File: src/rtl/tmng_pkg.sv
// Shared types for the tmng logic engine: opcodes and controller states.
package tmng_pkg;

  typedef enum logic [2:0] {
    OpNand = 3'd0,
    OpAnd  = 3'd1,
    OpOr   = 3'd2,
    OpNor  = 3'd3,
    OpXor  = 3'd4,
    OpXnor = 3'd5,
    OpNota = 3'd6,
    OpLoad = 3'd7
  } op_e;

  typedef enum logic [2:0] {
    StIdle = 3'd0,
    StRdA  = 3'd1,
    StRdB  = 3'd2,
    StEx   = 3'd3,
    StWb   = 3'd4
  } state_e;

endpackage

File: src/rtl/tmng_regfile.sv
// DEPTH x WIDTH register file: one registered read port, one write port, async clear.
module tmng_regfile #(
  parameter int unsigned WIDTH  = 1,
  parameter int unsigned ADDR_W = 7
) (
  input  logic              clk,
  input  logic              rst_n,
  input  logic [ADDR_W-1:0] rd_addr,
  output logic [WIDTH-1:0]  rd_data,
  input  logic              we,
  input  logic [ADDR_W-1:0] wr_addr,
  input  logic [WIDTH-1:0]  wr_data
);

  localparam int unsigned DEPTH = 2 ** ADDR_W;

  logic [WIDTH-1:0] mem_q [DEPTH];
  logic [WIDTH-1:0] rd_data_q;

  // Read samples the array before the same-edge write lands, so reads see old data.
  always_ff @(posedge clk or negedge rst_n) begin
    if (!rst_n) begin
      for (int i = 0; i < DEPTH; i++) begin
        mem_q[i] <= '0;
      end
      rd_data_q <= '0;
    end else begin
      rd_data_q <= mem_q[rd_addr];
      if (we) begin
        mem_q[wr_addr] <= wr_data;
      end
    end
  end

  assign rd_data = rd_data_q;

endmodule

File: src/rtl/tmng_engine.sv
// Multi-cycle bitwise logic engine: reads two registers, applies an opcode, writes back.
module tmng_engine
  import tmng_pkg::*;
#(
  parameter int unsigned WIDTH  = 1,
  parameter int unsigned ADDR_W = 7
) (
  input  logic              clk,
  input  logic              rst_n,
  input  logic              cmd_valid,
  output logic              cmd_ready,
  input  logic [2:0]        cmd_op,
  input  logic [ADDR_W-1:0] cmd_a,
  input  logic [ADDR_W-1:0] cmd_b,
  input  logic [ADDR_W-1:0] cmd_d,
  input  logic [WIDTH-1:0]  cmd_imm,
  output logic              res_valid,
  output logic [WIDTH-1:0]  res_data,
  output logic              busy,
  output logic [15:0]       op_count
);

  state_e            state_q, state_d;
  op_e               op_q;
  logic [ADDR_W-1:0] a_q, b_q, d_q;
  logic [WIDTH-1:0]  opa_q, result_q, alu_res, rd_data, res_data_q;
  logic [ADDR_W-1:0] rd_addr;
  logic              res_valid_q, accept;
  logic [15:0]       op_count_q, op_count_d;

  assign cmd_ready = (state_q == StIdle);
  assign busy      = ~cmd_ready;
  assign accept    = cmd_valid & cmd_ready;
  assign rd_addr   = (state_q == StRdB) ? b_q : a_q;

  tmng_regfile #(
    .WIDTH (WIDTH),
    .ADDR_W(ADDR_W)
  ) u_regfile (
    .clk    (clk),
    .rst_n  (rst_n),
    .rd_addr(rd_addr),
    .rd_data(rd_data),
    .we     (state_q == StWb),
    .wr_addr(d_q),
    .wr_data(result_q)
  );

  // In EX the read port holds opb.
  always_comb begin
    alu_res = '0;
    unique case (op_q)
      OpNand: alu_res = ~(opa_q & rd_data);
      OpAnd:  alu_res = opa_q & rd_data;
      OpOr:   alu_res = opa_q | rd_data;
      OpNor:  alu_res = ~(opa_q | rd_data);
      OpXor:  alu_res = opa_q ^ rd_data;
      OpXnor: alu_res = ~(opa_q ^ rd_data);
      OpNota: alu_res = ~opa_q;
      OpLoad: alu_res = result_q;
    endcase
  end

  always_comb begin
    state_d = state_q;
    unique case (state_q)
      StIdle:  if (cmd_valid) state_d = (cmd_op == OpLoad) ? StWb : StRdA;
      StRdA:   state_d = StRdB;
      StRdB:   state_d = StEx;
      StEx:    state_d = StWb;
      StWb:    state_d = StIdle;
      default: state_d = StIdle;
    endcase
  end

  always_comb begin
    op_count_d = op_count_q;
    if (state_q == StWb && op_count_q != 16'hFFFF) begin
      op_count_d = op_count_q + 16'd1;
    end
  end

  always_ff @(posedge clk or negedge rst_n) begin
    if (!rst_n) begin
      state_q     <= StIdle;
      op_q        <= OpNand;
      a_q         <= '0;
      b_q         <= '0;
      d_q         <= '0;
      opa_q       <= '0;
      result_q    <= '0;
      res_data_q  <= '0;
      res_valid_q <= 1'b0;
      op_count_q  <= '0;
    end else begin
      state_q     <= state_d;
      res_valid_q <= (state_q == StWb);
      op_count_q  <= op_count_d;
      if (accept) begin
        op_q     <= op_e'(cmd_op);
        a_q      <= cmd_a;
        b_q      <= cmd_b;
        d_q      <= cmd_d;
        // The immediate parks in the result register; EX overwrites it for logic ops.
        result_q <= cmd_imm;
      end
      if (state_q == StRdB) opa_q <= rd_data;
      if (state_q == StEx) result_q <= alu_res;
      if (state_q == StWb) res_data_q <= result_q;
    end
  end

  assign res_valid = res_valid_q;
  assign res_data  = res_data_q;
  assign op_count  = op_count_q;

endmodule

File: config.mk
export PLATFORM = sky130hd
export DESIGN_NAME = tmng_engine
export DESIGN_NICKNAME = d
export VERILOG_FILES = /design/src/rtl/tmng_pkg.sv /design/src/rtl/tmng_regfile.sv /design/src/rtl/tmng_engine.sv
export SDC_FILE = /design/constraint.sdc
export NUM_CORES = 1
export LEC_CHECK = 0
export ABC_AREA = 1
export CAP_MARGIN = 20
export CORE_MARGIN = 5
export CORE_UTILIZATION = 60
export DETAILED_ROUTE_END_ITERATION = 8
export GPL_TIMING_DRIVEN = 1
export PLACE_DENSITY = 0.8
export SYNTH_ARGS = -nofsm -noshare
export SYNTH_HDL_FRONTEND = slang
export SYNTH_SLANG_ARGS = --single-unit
File: constraint.sdc
create_clock -name clk -period 5.3 [get_ports clk]
set_input_delay 0.795 -clock clk [delete_from_list [all_inputs] [get_ports clk]]
set_output_delay 0.795 -clock clk [all_outputs]
set_load 0.01 [all_outputs]
## Word level (Yosys, flattened, before mapping)

Cells that the tools add are included.

| operators by class | value |
|---|---|
| reduce and logical (&&, ||, !) cells | 6 |
| mux-type cells | 13 |
| equal/unequal tests | 15 |
| $lt $le $gt $ge | 3 |
| bitwise logic cells | 11 |
| add/subtract/negate cells | 1 |

Operators with widths:

| kind | count |
|---|---|
| bitwise mux 128 bit | 1 |
| == test 3 bit, second input constant | 6 |
| adder 16 x 1 -> 16 bit, second input constant | 1 |
| greater-or-equal comparator 8 bit, second input constant | 2 |
| inequality test 16 bit, second input constant | 1 |
| inverter 7 -> 8 bit | 2 |
| == test 3 x 2 -> 1 bit, second input constant | 4 |
| case mux 3 bit (4 select lines) | 1 |
| < comparator 8 x 1 -> 1 bit, second input constant | 1 |
| binary-select mux 1 bit (select 7 bit) | 1 |
| demux 1 bit (select 7 bit) | 1 |
| two-way mux 7 bit | 1 |
| case mux 1 bit (7 select lines) | 1 |
| == test 3 x 1 -> 1 bit, second input constant | 2 |
| zero test 3 bit | 2 |
| two-way mux 3 bit | 2 |
| two-way mux 1 bit | 5 |
| inverter 1 bit | 5 |
| inequality test 2 bit, second input constant | 2 |
| bitwise AND 1 bit | 2 |
| logical AND 1 bit | 2 |
| AND reduction 2 bit | 1 |
| nonzero test 2 bit | 1 |
| bitwise OR 1 bit | 1 |
| bitwise XOR 1 bit | 1 |

| word-level totals | value |
|---|---|
| register bits after elaboration | 176 |
| output and inout port bits | 20 |
| input port bits | 28 |

## Depth between registers and ports, before layout

| depth | value |
|---|---|
| depth in word-level cells | 6 |
| gate-level depth with buffers | 15 |

## By module

A second synthesis with hierarchy kept.

| unflattened totals | value |
|---|---|
| cells, all modules | 1076 |
| area, all modules | 8947.3 µm² |

Modules (own cells, without submodules):

| module | seq. area each (µm²) | cells each | area an instance (µm²) | times used |
|---|---|---|---|---|
| tmng_regfile | 3228.1 | 803 | 6506.2 | 1 |
| tmng_engine | 1176.1 | 273 | 2441.1 | 1 |

## Worst setup path after synthesis

OpenSTA, ideal clock, no wires.

| path | value |
|---|---|
| path type | reg2out |
| start | register state_q[2] |
| end | output port busy |
| buffers on the path | 0 |
| path slack | 3.419 ns |
| cell stages (with the launch flop) | 5 |
| arrival | 1.086 ns |
| path through | dfrtp_1 > nor2_8 > inv_1 > nor2_1 > inv_1 |

| between the ends | value |
|---|---|
| longest elaborated chain between the ends | 2 |

Ends and longest elaborated chain:

| element | RTL line | source |
|---|---|---|
| start, declared | tmng_engine.sv:23 | `state_e state_q, state_d;` |
| start signal, assigned | tmng_engine.sv:85 | `state_q <= StIdle;` |
| start signal, assigned | tmng_engine.sv:96 | `state_q <= state_d;` |
| zero test 3 bit | tmng_engine.sv:31 | `assign cmd_ready = (state_q == StIdle);` |
| named net cmd_ready | tmng_engine.sv:11 | `output logic cmd_ready,` |
| inverter 1 bit | tmng_engine.sv:32 | `assign busy = ~cmd_ready;` |
| end, declared | tmng_engine.sv:19 | `output logic busy,` |

The timed path passes the listed nets, and every way through them passes these cells.

## Worst setup path after layout

| path | value |
|---|---|
| start | register state_q[2] |
| end | output port cmd_ready |

| between the ends | value |
|---|---|
| longest elaborated chain between the ends | 1 |

Ends and longest elaborated chain:

| element | RTL line |
|---|---|
| zero test 3 bit | tmng_engine.sv:31 |
| end, declared | tmng_engine.sv:11 |

Every way passes these cells.

==> metrics.cfg <==
[cells_and_area]
ff_latch_area_um2 = 4400
syn_to_final_growth_pct = 10.7
nFillCells = 1239
multiInputGateArea_um2 = 3760
drive_gt1_share_pct = 6.70
nets = 1183
antenna_cells = 0

[run_status]
status = finished, final reports clean

[detailed_routing]
wl_mm = 22.5
vias_per_cell = 5.84
wl_per_cell_um = 16.6
vias = 7895
first_pass_iters = 6
ant_nets = 0
drtIter0Drc = 1033
post-route-drc-count = 0

[clock_tree]
clockBufferDepth = 2
ctsResizeCount = 0
cts_num_sinks = 176
cts-htree-levels = 4
cts_setup_buffers = 0
cts_buffers = 17
hold_buffers = 0
clkLatencyLatePin_ns = 0.44
clk_pin_slew_ns = 0.07
cts_root_buf = clkbuf_16
cts_tree = done

[synthesis]
yosysWarnings = 0
synth_cells = 1151
syn_area_per_cell_um2 = 7.96
synth_most_common_cell = dfrtp_1
synth.distinct_cells = 35
synth-seq-area-share_pct = 48.1
synth.top_cell.area_share_pct = 48.1
synth_area_leaders = dfrtp_1 (48%), a21oi_1 (7.9%), a31oi_1 (7.7%), nand3_1 (7.3%), nand2_1 (7.0%)
ys_async_sr_fraction_pct = 100
synth-edff-count = 0
syn_area_um2 = 9160
yosys-top-cells-count = dfrtp_1 (176), nand2_1 (172), inv_1 (166)
synth-main-ff-cell = dfrtp_1
synth_fp_nets = 1182
synth_top_cell_by_area = dfrtp_1
synth_seq_cells = 176

[worst_setup_path]
path_cells = nor2_8, inv_1, nor2_1, clkdlybuf4s50_1
crit_start = state_q[2]
cp_slowest_cell = clkdlybuf4s50_1
end_kind = primary output
r2r_start = state_q[1]
cp-start-kind = flip-flop
rr_worst_depth = 9
critPathBufInv = 2
path_delay_family = buffers and inverters
r2r_setup_slack_ns = 2.65
critPathArrivalTime_ns = 1.97
r2r_end = u_regfile.mem_q[15]
worstSetupPathType = flip-flop to primary output
path_max_fanout = 6
slowest_delay_ns = 0.58
cp.required_ns = 4.51

[pwr]
power_density_nw_per_um2 = 571
power.leakage_nw = 4.66
ir_worst_vdd_mv = 0.437

[timing]
hold_ws_ns = 0.473
fmax_ghz = 0.362
layout_setup_ws_ns = 2.54
fin_skew_ns = 0.0104
setup_viol = 0
timing.slew.headroom_pct = 27.5
fin_crit_sh_pct = 52.1
fin_setup_tns_ns = 0
min_period_ns = 2.76
hold_viol = 0
rsz0062_at_grt = false
worst_pin_slew_ns = 1.09
maxSlewViolCount = 0

[die]
die_w_um = 134
coreArea_um2 = 15100
die_h_um = 134
boundaryPins = 48
num_rows = 45
initial_utilization_pct = 60.7
die_area_um2 = 17800

[hold_path]
min_path_type = input port to asynchronous set/reset pin

[global_route]
grt-ovfl-total = 0
grt_max_degree = 107
grt_pass1_vias = 7270
grt_first_pass_wirelength_mm = 37.0
grt.total_usage_pct = 25.7
grt_antenna_before_repair = 0

[job]
max-cap-violations = 0

[placed_design]
gp_congestion = 0.857
dp_hpwl_mm = 13.4
place.port_buffers = 47
pre_cts_ws_ns = 2.69

[layout by cell type (no fill, tap or decap), types with 11 or more instances in the layout]
master           Yosys  final
buf_4               13     11
inv_1              166    165
clkbuf_16            0     17
a31oi_1            113    113
clkdlybuf4s50_1      0     46
nor2_1              82     81
nor3_1              20     16
dfrtp_1            176    176
nand3_1            133    133
a21oi_1            145    145
nand2_1            172    172
[cell type report]
cell class / instances / area share, %
repair buffers: 58 / 5.46
clock inverters: 10 / 0.752
multi-input cells: 729 / 37.1
inverters: 170 / 6.31
clock buffers: 22 / 4.67
flip-flops and latches: 176 / 43.4
well taps: 188 / 2.32
[metrics by stage]
step	instances	total power, W	instance area (um^2)	util, %
floorplan	1151	0.00393	9160	-
global placement	1321	0.00450	9590	63.6
detailed placement	1321	0.00456	9590	63.6
CTS	1353	0.00576	10100	67.2
global route	1353	0.00618	10100	67.2
finish	1353	0.00579	10100	67.2
[registers in the layout (all words and copies together) (netlist names)]
register           cells
a_q                    7
b_q                    7
d_q                    7
op_count              16
op_q                   3
opa_q                  1
res_data               1
res_valid              1
result_q               1
state_q                3
u_regfile.mem_q      128
u_regfile.rd_data      1
[routing by layer]
| metal | GRT usage [%] | share of wire (%) | vias up |
|---|---|---|---|
| met5 | 0 | 0 | - |
| met4 | 8.29 | 2.4 | 0 |
| met3 | 4.61 | 7.1 | 44 |
| met2 | 41.0 | 47 | 339 |
| met1 | 36.1 | 44 | 3676 |
| li1 | - | - | 3836 |
[worst register-to-register path, delay by kind of cell (launching register included)]
| family | cells | cell delay [ns] |
|---|---|---|
| AND/OR/NAND/NOR | 6 | 1.58 |
| flip-flops | 1 | 0.54 |
| buffers and inverters | 2 | 0.36 |
| AO/OA/AOI/OAI | 1 | 0.11 |
[cells by family after synthesis]
kind of cell	count (synthesis)	synth area share [%]
xor gates and xnor gates	14	1.34
muxes	6	0.738
AOI/OAI and AO/OA	275	16.9
adders and majority gates	3	0.410
buffers and inverters	246	11.1
DFF	176	48.1
and+or+nand+nor	431	21.4
[power breakdown]
group	switching, W	internal, W
Clock	0.000540	0.000641
Sequential	0.000210	0.00163
Combinational	0.00193	0.000841
[worst max path at each step]
stage	cells after the start	to	slack [ns]
after global routing	4	cmd_ready	2.42
after floorplan	4	busy	3.42
after CTS	4	cmd_ready	2.51
final	4	cmd_ready	2.54
after global placement	8	u_regfile.mem_q[23]	2.79
after detailed placement	9	u_regfile.mem_q[15]	2.69
Note: power is estimated with default switching activity, not from simulation.
